`src/rtl/led_seq_pkg.sv`:
```
// Shared definitions for the LED sequence controller.
//   SEQ_LEN / IDX_W : length of the pattern sequence and width of its index
//   PATTERN         : 6 x 4-bit LED patterns; entry i sits at bits [4*i +: 4]
//   state_t         : controller FSM states
//   pattern_of()    : pattern lookup; out-of-range indices map to entry 0
package led_seq_pkg;

  localparam int SEQ_LEN = 6;
  localparam int IDX_W   = 3;

  // idx:                         5        4        3        2        1        0
  localparam logic [SEQ_LEN*4-1:0] PATTERN = {4'b0111, 4'b1110, 4'b0000, 4'b0101, 4'b1010, 4'b1111};

  typedef enum logic [1:0] {
    IDLE = 2'd0,
    RUN  = 2'd1,
    HOLD = 2'd2
  } state_t;

  function automatic logic [3:0] pattern_of(input logic [IDX_W-1:0] idx);
    if (idx < IDX_W'(SEQ_LEN)) pattern_of = PATTERN[4*idx +: 4];
    else                       pattern_of = PATTERN[3:0];
  endfunction

endpackage

```
`src/rtl/led_seq_ctrl_btn_debounce.sv`:
```
// Push-button conditioner: 2-FF synchroniser, debounce counter and a
// falling-edge press pulse.
//   clk, rst : clock, synchronous active-high reset
//   btn_n    : raw active-low button, asynchronous to clk
//   press    : registered one-cycle pulse when the debounced level goes 1->0
// The debounced level only flips after the synchronised input has disagreed
// with it for DEB_CYCLES consecutive cycles; any agreeing cycle restarts the
// count. press is a fire-and-forget pulse with no back-pressure.
module btn_debounce #(
  parameter int DEB_CYCLES = 1000000,
  parameter int CNT_W      = 32
) (
  input  logic clk,
  input  logic rst,
  input  logic btn_n,
  output logic press
);

  logic             sync1;
  logic             sync2;
  logic             level;
  logic [CNT_W-1:0] cnt;
  logic             commit;

  // Last disagreeing cycle of the run: the level flips on this edge.
  assign commit = (sync2 != level) && (cnt == CNT_W'(DEB_CYCLES - 1));

  always_ff @(posedge clk) begin
    if (rst) begin
      sync1 <= 1'b1;
      sync2 <= 1'b1;
      level <= 1'b1;
      cnt   <= '0;
      press <= 1'b0;
    end else begin
      sync1 <= btn_n;
      sync2 <= sync1;
      press <= commit && !sync2;
      if (sync2 == level) begin
        cnt <= '0;
      end else if (commit) begin
        level <= sync2;
        cnt   <= '0;
      end else begin
        cnt <= cnt + CNT_W'(1);
      end
    end
  end

endmodule

```
`src/rtl/led_seq_ctrl.sv`:
```
// Run/hold/step controller for the 4-bit LED pattern sequence.
//   clk, rst   : clock, synchronous active-high reset
//   run_en     : 1 = auto-run from the prescaler tick
//   dir        : 0 = forward (idx+1), 1 = reverse (idx-1), sampled on advance
//   speed      : auto-run period = TICK_DIV << speed cycles
//   step_btn_n : raw active-low step button
//   LEDR       : registered pattern, always PATTERN[seq_idx]
//   seq_idx    : registered index 0..5
//   running    : 1 while the FSM is in RUN
//   wrap       : one-cycle pulse on the edge where the index wraps
module led_seq_ctrl
  import led_seq_pkg::*;
#(
  parameter int TICK_DIV   = 25000000,
  parameter int DEB_CYCLES = 1000000,
  parameter int CNT_W      = 32
) (
  input  logic             clk,
  input  logic             rst,
  input  logic             run_en,
  input  logic             dir,
  input  logic [1:0]       speed,
  input  logic             step_btn_n,
  output logic [3:0]       LEDR,
  output logic [IDX_W-1:0] seq_idx,
  output logic             running,
  output logic             wrap
);

  localparam logic [IDX_W-1:0] LAST_IDX = IDX_W'(SEQ_LEN - 1);

  state_t           state;
  state_t           next_state;
  logic [CNT_W-1:0] presc;
  logic [CNT_W-1:0] period_m1;
  logic             press;
  logic             tick;
  logic             advance;
  logic [IDX_W-1:0] idx_next;
  logic             wrap_next;

  btn_debounce #(
    .DEB_CYCLES (DEB_CYCLES),
    .CNT_W      (CNT_W)
  ) u_step_btn (
    .clk   (clk),
    .rst   (rst),
    .btn_n (step_btn_n),
    .press (press)
  );

  // >= rather than == so lowering speed mid-count fires at once instead of
  // running the counter past the new period.
  assign period_m1 = (CNT_W'(TICK_DIV) << speed) - CNT_W'(1);
  assign tick      = (state == RUN) && (presc >= period_m1);

  always_ff @(posedge clk) begin
    if (rst || (state != RUN) || tick) presc <= '0;
    else                               presc <= presc + CNT_W'(1);
  end

  always_comb begin
    next_state = state;
    advance    = 1'b0;
    case (state)
      IDLE: begin
        if (run_en) next_state = RUN;
        else if (press) begin
          advance    = 1'b1;
          next_state = HOLD;
        end
      end
      RUN: begin
        // A tick on the same cycle run_en drops is still honoured.
        advance = tick;
        if (!run_en) next_state = HOLD;
      end
      HOLD: begin
        if (run_en)     next_state = RUN;
        else if (press) advance    = 1'b1;
      end
      default: next_state = IDLE;
    endcase
  end

  always_comb begin
    idx_next  = seq_idx;
    wrap_next = 1'b0;
    if (seq_idx > LAST_IDX) begin
      idx_next = '0;
    end else if (advance) begin
      if (!dir) begin
        if (seq_idx == LAST_IDX) begin
          idx_next  = '0;
          wrap_next = 1'b1;
        end else begin
          idx_next = seq_idx + IDX_W'(1);
        end
      end else begin
        if (seq_idx == '0) begin
          idx_next  = LAST_IDX;
          wrap_next = 1'b1;
        end else begin
          idx_next = seq_idx - IDX_W'(1);
        end
      end
    end
  end

  always_ff @(posedge clk) begin
    if (rst) begin
      state   <= IDLE;
      seq_idx <= '0;
      LEDR    <= pattern_of('0);
      running <= 1'b0;
      wrap    <= 1'b0;
    end else begin
      state   <= next_state;
      seq_idx <= idx_next;
      LEDR    <= pattern_of(idx_next);
      running <= (next_state == RUN);
      wrap    <= wrap_next;
    end
  end

endmodule
```
`config.mk`:
```
export PLATFORM = sky130hd
export DESIGN_NAME = led_seq_ctrl
export DESIGN_NICKNAME = d
export VERILOG_FILES = /design/src/rtl/led_seq_pkg.sv /design/src/rtl/led_seq_ctrl_btn_debounce.sv /design/src/rtl/led_seq_ctrl.sv
export SDC_FILE = /design/constraint.sdc
export NUM_CORES = 1
export LEC_CHECK = 0
export CAP_MARGIN = 40
export CORE_MARGIN = 2
export CORE_UTILIZATION = 30
export CTS_CLUSTER_SIZE = 25
export DETAILED_ROUTE_END_ITERATION = 10
export DONT_BUFFER_PORTS = 1
export MAX_ROUTING_LAYER = met4
export PLACE_DENSITY_LB_ADDON = 0.12
export RECOVER_POWER = 25
export SLEW_MARGIN = 5
export SYNTH_ARGS = -nofsm -noshare
export SYNTH_HDL_FRONTEND = slang
export SYNTH_HIERARCHICAL = 1
export SYNTH_SLANG_ARGS = --single-unit
```
`constraint.sdc`:
```
create_clock -name clk -period 8.2 [get_ports clk]
set_clock_uncertainty 0.1 [all_clocks]
set_input_delay 1.64 -clock clk [delete_from_list [all_inputs] [get_ports clk]]
set_output_delay 1.64 -clock clk [all_outputs]
set_load 0.03 [all_outputs]
```
## Word-level counts from Yosys, hierarchy flattened

Index checks and enable logic that the tools add are counted.

- Input bits: 7
- Output and inout bits: 9
- Word-level logic and storage cells: 61
- Flip-flop bits (word level): 79

- Bitwise gates (word level): 3
- Mux-type cells: 16
- $add $sub $neg: 5
- Magnitude comparators: 3
- Shift operators: 2
- Equal/unequal tests: 8
- Reductions and logical operators: 13

Operators with widths:

| kind | number |
|---|---|
| $add A32 B1 Y32 const B | 2 |
| $eq A32 B20 Y1 const B | 1 |
| $ge A32 B32 Y1 | 1 |
| $shl A25 B2 Y32 const A | 1 |
| $sub A32 B2 Y32 const B | 1 |
| $shiftx A24 B6 Y4 const A | 1 |
| $mux W3 | 5 |
| $mux W2 | 4 |
| $pmux W2 S3 | 1 |
| $reduce_or A3 Y1 | 2 |
| $mux W1 | 5 |
| $eq A2 B1 Y1 const B | 2 |
| $reduce_or A2 Y1 | 2 |
| $add A3 B1 Y3 const B | 1 |
| $eq A3 B3 Y1 const B | 1 |
| $gt A3 B3 Y1 const B | 1 |
| $logic_and A1 B1 Y1 | 3 |
| $logic_not A3 Y1 | 1 |
| $lt A3 B3 Y1 const B | 1 |
| $not A1 Y1 | 3 |
| $sub A3 B1 Y3 const B | 1 |
| $eq A2 B2 Y1 const B | 1 |
| $logic_not A2 Y1 | 1 |
| $logic_or A1 B1 Y1 | 2 |
| other kinds (6) | 6 |

## Longest topological paths before layout

Gate-level depths: netlist of the first run.

- Depth after elaboration: 10
- Mapped depth: 13

## By module

The synthesis of the first run kept the hierarchy.

By module, submodules not included:

| module | cells each | instances | area each (um^2) |
|---|---|---|---|
| led_seq_ctrl | 305 | 1 | 2,593.7 |
| btn_debounce | 196 | 1 | 1,710.4 |

## Worst setup path before layout of the first run

OpenSTA, ideal clock, no wires.

- Path kind: input to register
- From: in speed[0]
- To: reg LEDR[3]
- Arrival time: 4.161 ns
- Stages on the path: 12
- Path buffers: 1
- Path slack: 3.867 ns
- Required time: 8.028 ns
- Cells stage by stage: buf_2 or2_2 ha_1 ha_1 or2_2 a41oi_1 o31a_1 a2111oi_4 nor2_2 mux2i_1 nor3_1 mux2i_1

- Word-level cells in the longest chain between the ends: 10
- Elaborated cells on any way between the ends: 11

Ends and longest elaborated chain:

| what | RTL line | text |
|---|---|---|
| start, declared | led_seq_ctrl.sv:22 | `input logic [1:0] speed,` |
| $shl A25 B2 Y32 (*) | led_seq_ctrl.sv:54 | `assign period_m1 = (CNT_W'(TICK_DIV) << speed) - CNT_W'(1);` |
| $sub A32 B2 Y32 (*) | led_seq_ctrl.sv:54 |  |
| $ge A32 B32 Y1 (*) | led_seq_ctrl.sv:55 | `assign tick = (state == RUN) && (presc >= period_m1);` |
| $logic_and A1 B1 Y1 (*) | led_seq_ctrl.sv:55 |  |
| $pmux W1 S2 (*) | led_seq_ctrl.sv:65 | `case (state)` |
| $mux W3 (*) | led_seq_ctrl.sv:91 | `end else if (advance) begin` |
| $mux W3 (*) | led_seq_ctrl.sv:89 | `if (seq_idx > LAST_IDX) begin` |
| parallel branches: the longest is 3 deep, another holds $shiftx A24 B6 Y4 | -- |  |
| end signal, assigned | led_seq_ctrl.sv:114 | `LEDR <= pattern_of('0);` |
| end signal, assigned | led_seq_ctrl.sv:120 | `LEDR <= pattern_of(idx_next);` |
| end, declared | led_seq_ctrl.sv:24 | `output logic [3:0] LEDR,` |

Mark *: on every way between the ends.
A chain may end at the register's enable or synchronous reset.

## Worst setup path in the final report of the first run

Ends and elaborated chain as after synthesis.

==> impl_metrics.ini, run 1 <==
[sta]
max_freq_ghz = 0.244
slew_headroom = 0.0458
setup_viol = 0
timing_worst_slew_pin_value_ns = 1.43
timing.setup.tns_ns = 0
final_min_period_over_clock_period = 0.499
grt_setup_unrepaired = no
final_period_minus_worst_setup_slack_ns = 4.09
final_max_slew_viol_count = 0
finalHoldViolations = 0

[yosys]
synth-simple-area-share = 0.288
synthCells = 501
combinational_family_with_the_most_area_after_synthesis = simple AND/OR/NAND/NOR gates
yosys.area.top_type = sky130_fd_sc_hd__dfxtp_1
mean_area_per_synthesized_cell_sq_um = 8.59
syn_area_sq_um = 4300
ys_top_cells_by_area = sky130_fd_sc_hd__dfxtp_1 (37%), sky130_fd_sc_hd__ha_1 (7.8%), sky130_fd_sc_hd__nor2_1 (4.9%)
synth_xor_xnor_area_share = 0.0875
synth-edff-count = 0
muxShareOfSynthArea = 0.0125
synth_seq_area_share = 0.367
synth-compound-area-share = 0.123
synthMostInstantiatedCell = sky130_fd_sc_hd__dfxtp_1
synth_cell_type_count = 56
yosys_warnings = 6
synth_seq_cells = 79
postSynth.topFlopCell = sky130_fd_sc_hd__dfxtp_1
ys_top_cells_by_count = sky130_fd_sc_hd__dfxtp_1 (79), sky130_fd_sc_hd__nor2_1 (56), sky130_fd_sc_hd__nand2_1 (35)
async_flop_share = 0
netlist.area_leader.share = 0.367
synth_adder_area_share = 0.0785

[critical_path]
timing.critical_path.from_type = input port
timing_worst_setup_path_type = input port to flop
worstReg2RegEnd = LEDR[3]$_SDFF_PP1_
worstPathArrival_ns = 4.25
r2r.worst_path.cells = 9
crit_path_end = LEDR[3]$_SDFF_PP1_
cp_top_family = simple AND/OR/NAND/NOR gates
crit_path_end_kind = flop
startpoint = speed[0]
crit_path_top_delay_cell = sky130_fd_sc_hd__nor3_1
timing.critical_path.cells = or2_2, ha_1, ha_1, or2_2, a41oi_1, o31a_1, a2111oi_4, nor2_2, mux2i_1, nor3_1, mux2i_1
worstSetupPathDepth = 11
cp.buffers_inverters = 0
critPathRequiredTime_ns = 8.36
critPathMaxStageDelay_ns = 0.35
worst-path-max-fanout = 9
timing.rr.start = presc[21]$_SDFF_PP0_
ff2ff_setup_slack_ns = 5.42

[power_and_ir_drop]
power.switching_uw = 195
swShare = 0.244
power_leakage_uw = 0.00153
total_chip_power_uw = 801
combPwrFrac = 0.039
power.share.clock = 0.466
p_per_area_nw_per_um2 = 170
p_int_uw = 606
power.ir.vdd_worst_mv = 0.0914
share_seq_of_total_power = 0.494

[placed_design]
placed_cell_area_sq_um = 4460
global_placer_s_final_weighted_congestion = 0.703
port_buffers = 0
number_of_placed_instances_with_taps_included = 665
detailedPlacementHpwl_mm = 6.60

[clock_network]
worst_skew_pair.late_latency_ns = 0.33
postCtsSetupRepairBufs = 0
clk_path_buf_depth = 2
hold_buffers = 0
cts.root.buffer_cell = sky130_fd_sc_hd__clkbuf_16
number_of_buffers_inserted_during_clock_tree_synthesis = 9
cts_resized = 0
clock_sinks = 79
cts.clk_slew.worst_paths_ns = 0.06
htree_num_levels = 3
clock_tree_from_tritoncts = built

[floorplan]
floorplan.initialDensity = 0.309
floorplan.die_area_sq_um = 15300
rows = 43
chipWidth_um = 124
die_height_um = 124
floorplan.core_area_sq_um = 13900
boundaryPins = 16

[global_route]
grt_max_degree = 31
grt_pass1_vias = 3335
grt_first_pass_wirelength_mm = 15.7
initial_antenna_violation_count = 0
globalRouteOverflowTotal = 0
gr-usage-all-layers = 0.133

[final_layout]
areaGrowthSynthToFinish_pct = 9.77
postLayoutCoreUtil = 0.339
final_nets = 530
diodes = 0
stdcell_count = 681
post_route_cells_drive_above_1_share = 0.0739
final_area_sq_um = 4720

[route]
remaining_drc_errors = 0
drt-initial-drc-count = 100
post_drt_wl_per_cell_um = 13.4
detail_route.first_pass.iterations = 4
postRouteWirelength_mm = 9.15
ant_nets = 0
vias = 3447
post_drt_via_cell_ratio = 5.06

[status]
status = finished clean

[run]
max_cap_violations = 0

[worst_hold_path]
hold_path.class = flop to flop
[routing by layer]
metal / track usage / part of all wire
met2: 0.219 / 0.49
met3: 0.0321 / 0.024
met4: 0.0426 / 0.012
met1: 0.160 / 0.48
met5: - / 0
[area by class of cell]
class                           count  area, sq um
Fill cell                        1491         9210
Clock buffer                        9          225
Inverter                           14         52.6
Clock inverter                      7         47.5
Timing Repair Buffer                4         22.5
Tap cell                          180          225
Sequential cell                    79         1580
Multi-Input combinational cell    388         2570
[logic make-up (layout without fill, tap and decap cells)]
| logic type | count (synthesis) | after routing |
|---|---|---|
| AOI/OAI and AO/OA | 76 | 76 |
| DFF | 79 | 79 |
| and+or+nand+nor | 230 | 230 |
| adders and majority gates | 27 | 27 |
| muxes | 5 | 5 |
| buffers and inverters | 39 | 34 |
| xor gates and xnor gates | 43 | 43 |
| other | 2 | 7 |
[how the worst min path moves through the flow]
| stage | startpoint | to | slack [ns] | depth (start not counted) |
|---|---|---|---|---|
| finish | u_step_btn/sync1$_SDFF_PP1_ | u_step_btn/sync2$_SDFF_PP1_ | 0.31 | 1 |
| global route | u_step_btn/sync1$_SDFF_PP1_ | u_step_btn/sync2$_SDFF_PP1_ | 0.34 | 1 |
| CTS | u_step_btn/sync1$_SDFF_PP1_ | u_step_btn/sync2$_SDFF_PP1_ | 0.32 | 1 |
| detailed placement | u_step_btn/sync1$_SDFF_PP1_ | u_step_btn/sync2$_SDFF_PP1_ | 0.30 | 1 |
| global placement | u_step_btn/sync1$_SDFF_PP1_ | u_step_btn/sync2$_SDFF_PP1_ | 0.30 | 1 |
| floorplan | u_step_btn/sync1$_SDFF_PP1_ | u_step_btn/sync2$_SDFF_PP1_ | 0.29 | 1 |
[layout by cell type, fill, tap and decap left out, types with 9 or more instances in the layout]
| cell type | count |
|---|---|
| sky130_fd_sc_hd__dfxtp_1 | 79 |
| sky130_fd_sc_hd__or3_1 | 13 |
| sky130_fd_sc_hd__clkbuf_16 | 9 |
| sky130_fd_sc_hd__a211oi_1 | 22 |
| sky130_fd_sc_hd__o21ai_0 | 18 |
| sky130_fd_sc_hd__or4_1 | 10 |
| sky130_fd_sc_hd__xor2_1 | 21 |
| sky130_fd_sc_hd__o31ai_1 | 9 |
| sky130_fd_sc_hd__inv_1 | 14 |
| sky130_fd_sc_hd__and3_1 | 10 |
| sky130_fd_sc_hd__nor2_1 | 56 |
| sky130_fd_sc_hd__nand3_1 | 24 |
| sky130_fd_sc_hd__ha_1 | 27 |
| sky130_fd_sc_hd__nand4_1 | 16 |
| sky130_fd_sc_hd__nor3_1 | 18 |
| sky130_fd_sc_hd__a21oi_1 | 11 |
| sky130_fd_sc_hd__nand2_1 | 35 |
| sky130_fd_sc_hd__xnor2_1 | 22 |
[power groups by stage]
stage	combinational (uW)	clock, uW	sequential [uW]
global placement	31.6	0	405
CTS	32.2	392	396
global route	36.7	407	397
finish	31.6	373	396
floorplan	29.4	0	403
detailed placement	32.1	0	405
[stage by stage]
| stage | setup slack [ns] | hold slack [ns] |
|---|---|---|
| after floorplan | 3.87 | 0.289 |
| after global placement | 3.85 | 0.298 |
| after detailed placement | 3.76 | 0.300 |
| after CTS | 4.10 | 0.318 |
| after global routing | 3.88 | 0.342 |
| final | 4.11 | 0.313 |
[sequential cells by signal (all words and copies together), names as in the netlist]
register	flops
presc	32
state	2
u_step_btn/sync2	1
LEDR	4
u_step_btn/press	1
wrap	1
running	1
u_step_btn/sync1	1
u_step_btn/level	1
u_step_btn/cnt	32
seq_idx	3
(Power assumes the default switching activity.)
==> inputs of run 2 (changes only) <==
==> constraint.sdc (replaced) <==
create_clock -name clk -period 3.4 [get_ports clk]
set_clock_uncertainty 0.1 [all_clocks]
set_input_delay 0.68 -clock clk [delete_from_list [all_inputs] [get_ports clk]]
set_output_delay 0.68 -clock clk [all_outputs]
set_load 0.03 [all_outputs]
==> impl_metrics.ini, run 2 (same netlist as run 1, synthesis figures left out) <==
[status]
status = finished clean

[critical_path]
worst-path-max-fanout = 9
crit_path_end_kind = flop
worstPathArrival_ns = 3.33
crit_path_top_delay_cell = sky130_fd_sc_hd__nor3_1
ff2ff_setup_slack_ns = 0.55
timing.critical_path.from_type = input port
critPathMaxStageDelay_ns = 0.39
critPathRequiredTime_ns = 3.58
cp_top_family = simple AND/OR/NAND/NOR gates
timing.critical_path.cells = or2_2, ha_1, ha_1, or2_2, a41oi_1, o31a_1, a2111oi_4, nor2_2, mux2i_1, nor3_1, mux2i_1
worstReg2RegEnd = LEDR[3]$_SDFF_PP1_
timing_worst_setup_path_type = input port to flop
r2r.worst_path.cells = 9
cp.buffers_inverters = 0
timing.rr.start = presc[21]$_SDFF_PP0_

[final_layout]
final_nets = 532
diodes = 0
final.fill_count = 1477
post_route_cells_drive_above_1_share = 0.0795
postLayoutCoreUtil = 0.344
largest_registers = presc x32, u_step_btn/cnt x32, LEDR x4
layout_common_cells = sky130_fd_sc_hd__dfxtp_1 (79), sky130_fd_sc_hd__nor2_1 (56), sky130_fd_sc_hd__nand2_1 (35)
areaGrowthSynthToFinish_pct = 11.2
layout.cells.most_common = sky130_fd_sc_hd__dfxtp_1

[global_route]
grt_first_pass_wirelength_mm = 16.0
initial_antenna_violation_count = 0
grt_max_degree = 21
gr-usage-all-layers = 0.136
grt_pass1_vias = 3340
globalRouteOverflowTotal = 0

[route]
vias = 3403
drt-initial-drc-count = 117
post_drt_via_cell_ratio = 4.98
detail_route.first_pass.iterations = 4
postRouteWirelength_mm = 9.10
ant_nets = 0
post_drt_wl_per_cell_um = 13.3
remaining_drc_errors = 0

[sta]
setup_viol = 0
max_freq_ghz = 0.317
timing.setup.tns_ns = 0
timing_worst_slew_pin_value_ns = 0.940
slew_headroom = 0.374
finalHoldViolations = 0
grt_setup_unrepaired = no
final_min_period_over_clock_period = 0.928
final_max_slew_viol_count = 0
final_period_minus_worst_setup_slack_ns = 3.15

[placed_design]
detailedPlacementHpwl_mm = 6.50
port_buffers = 0
global_placer_s_final_weighted_congestion = 0.732

[clock_network]
cts.clk_slew.worst_paths_ns = 0.07
worst_skew_pair.late_latency_ns = 0.35
clock_sinks = 79
hold_buffers = 0
cts.root.buffer_cell = sky130_fd_sc_hd__clkbuf_16
number_of_buffers_inserted_during_clock_tree_synthesis = 9
postCtsSetupRepairBufs = 0
cts_resized = 0
htree_num_levels = 3
clock_tree_from_tritoncts = built
clk_path_buf_depth = 2

[worst_hold_path]
whs_path_depth = 1
worst_hold_startpoint = run_en
worst_hold_path_endpoint = state[1]$_SDFF_PP0_
hold_path.class = input port to flop

[power_and_ir_drop]
power.ir.vdd_worst_mv = 0.229
power_leakage_uw = 0.00156
p_per_area_nw_per_um2 = 432

[run]
max_cap_violations = 0

[floorplan]
boundaryPins = 16
floorplan.initialDensity = 0.309
rows = 43
floorplan.core_area_sq_um = 13900
chipWidth_um = 124
floorplan.die_area_sq_um = 15300
die_height_um = 124
run 2: layer usage:
layer	up-vias	GRT usage	part of all wire	wire [um]
met5	-	-	0	0
met4	0	0.0391	0.0092	84
met3	9	0.0417	0.028	252
met2	19	0.228	0.48	4350
met1	1586	0.158	0.49	4420
li1	1789	-	-	-
run 2: per-stage QoR:
| stage | instances | area, sq um | total power [uW] | worst slack, ns | hold slack, ns |
|---|---|---|---|---|---|
| final | 683 | 4790 | 2070 | 0.246 | 0.290 |
| after CTS | 683 | 4790 | 2120 | 0.253 | 0.270 |
| after global placement | 667 | 4470 | 1050 | -0.0101 | 0.295 |
| after floorplan | 506 | 4320 | 1040 | 0.0273 | 0.289 |
| after global routing | 683 | 4790 | 2170 | 0.0762 | 0.274 |
| after detailed placement | 667 | 4470 | 1050 | -0.0767 | 0.306 |
run 2: worst max path at each step:
stage | endpoint | cells after the start | start
4_1_cts | LEDR[3]$_SDFF_PP1_ | 11 | speed[0]
6_report | LEDR[3]$_SDFF_PP1_ | 11 | speed[0]
3_3_place_gp | LEDR[3]$_SDFF_PP1_ | 11 | speed[0]
3_5_place_dp | LEDR[3]$_SDFF_PP1_ | 11 | speed[0]
2_1_floorplan | LEDR[3]$_SDFF_PP1_ | 12 | speed[0]
5_1_grt | LEDR[3]$_SDFF_PP1_ | 11 | speed[0]
run 2: power by group:
part / total (uW) / switching, uW / internal, uW / leakage [uW]
registers: 955 / 20.8 / 934 / 0.000638
clock network: 1040 / 452 / 587 / 0.000151
logic: 76.6 / 43.3 / 33.3 / 0.000772
run 2: worst reg2reg max path, cell delays in order, from the launching register on:
cell                        delay (ns)
sky130_fd_sc_hd__dfxtp_1          0.35
sky130_fd_sc_hd__ha_1             0.32
sky130_fd_sc_hd__and4_1           0.22
sky130_fd_sc_hd__o2bb2ai_1        0.12
sky130_fd_sc_hd__a211oi_1         0.37
sky130_fd_sc_hd__o22ai_1          0.18
sky130_fd_sc_hd__nor2_2           0.36
sky130_fd_sc_hd__mux2i_1          0.13
sky130_fd_sc_hd__nor3_1           0.39
sky130_fd_sc_hd__mux2i_1          0.24
run 2: layout make-up:
| type | count | area, sq um | share of cell area |
|---|---|---|---|
| Multi-Input combinational cell | 388 | 2570 | 0.537 |
| Sequential cell | 79 | 1580 | 0.330 |
| Clock buffer | 9 | 225 | 0.0470 |
| Tap cell | 180 | 225 | 0.0470 |
| Clock inverter | 7 | 91.3 | 0.0191 |
| Inverter | 14 | 52.6 | 0.0110 |
| Timing Repair Buffer | 6 | 41.3 | 0.00863 |
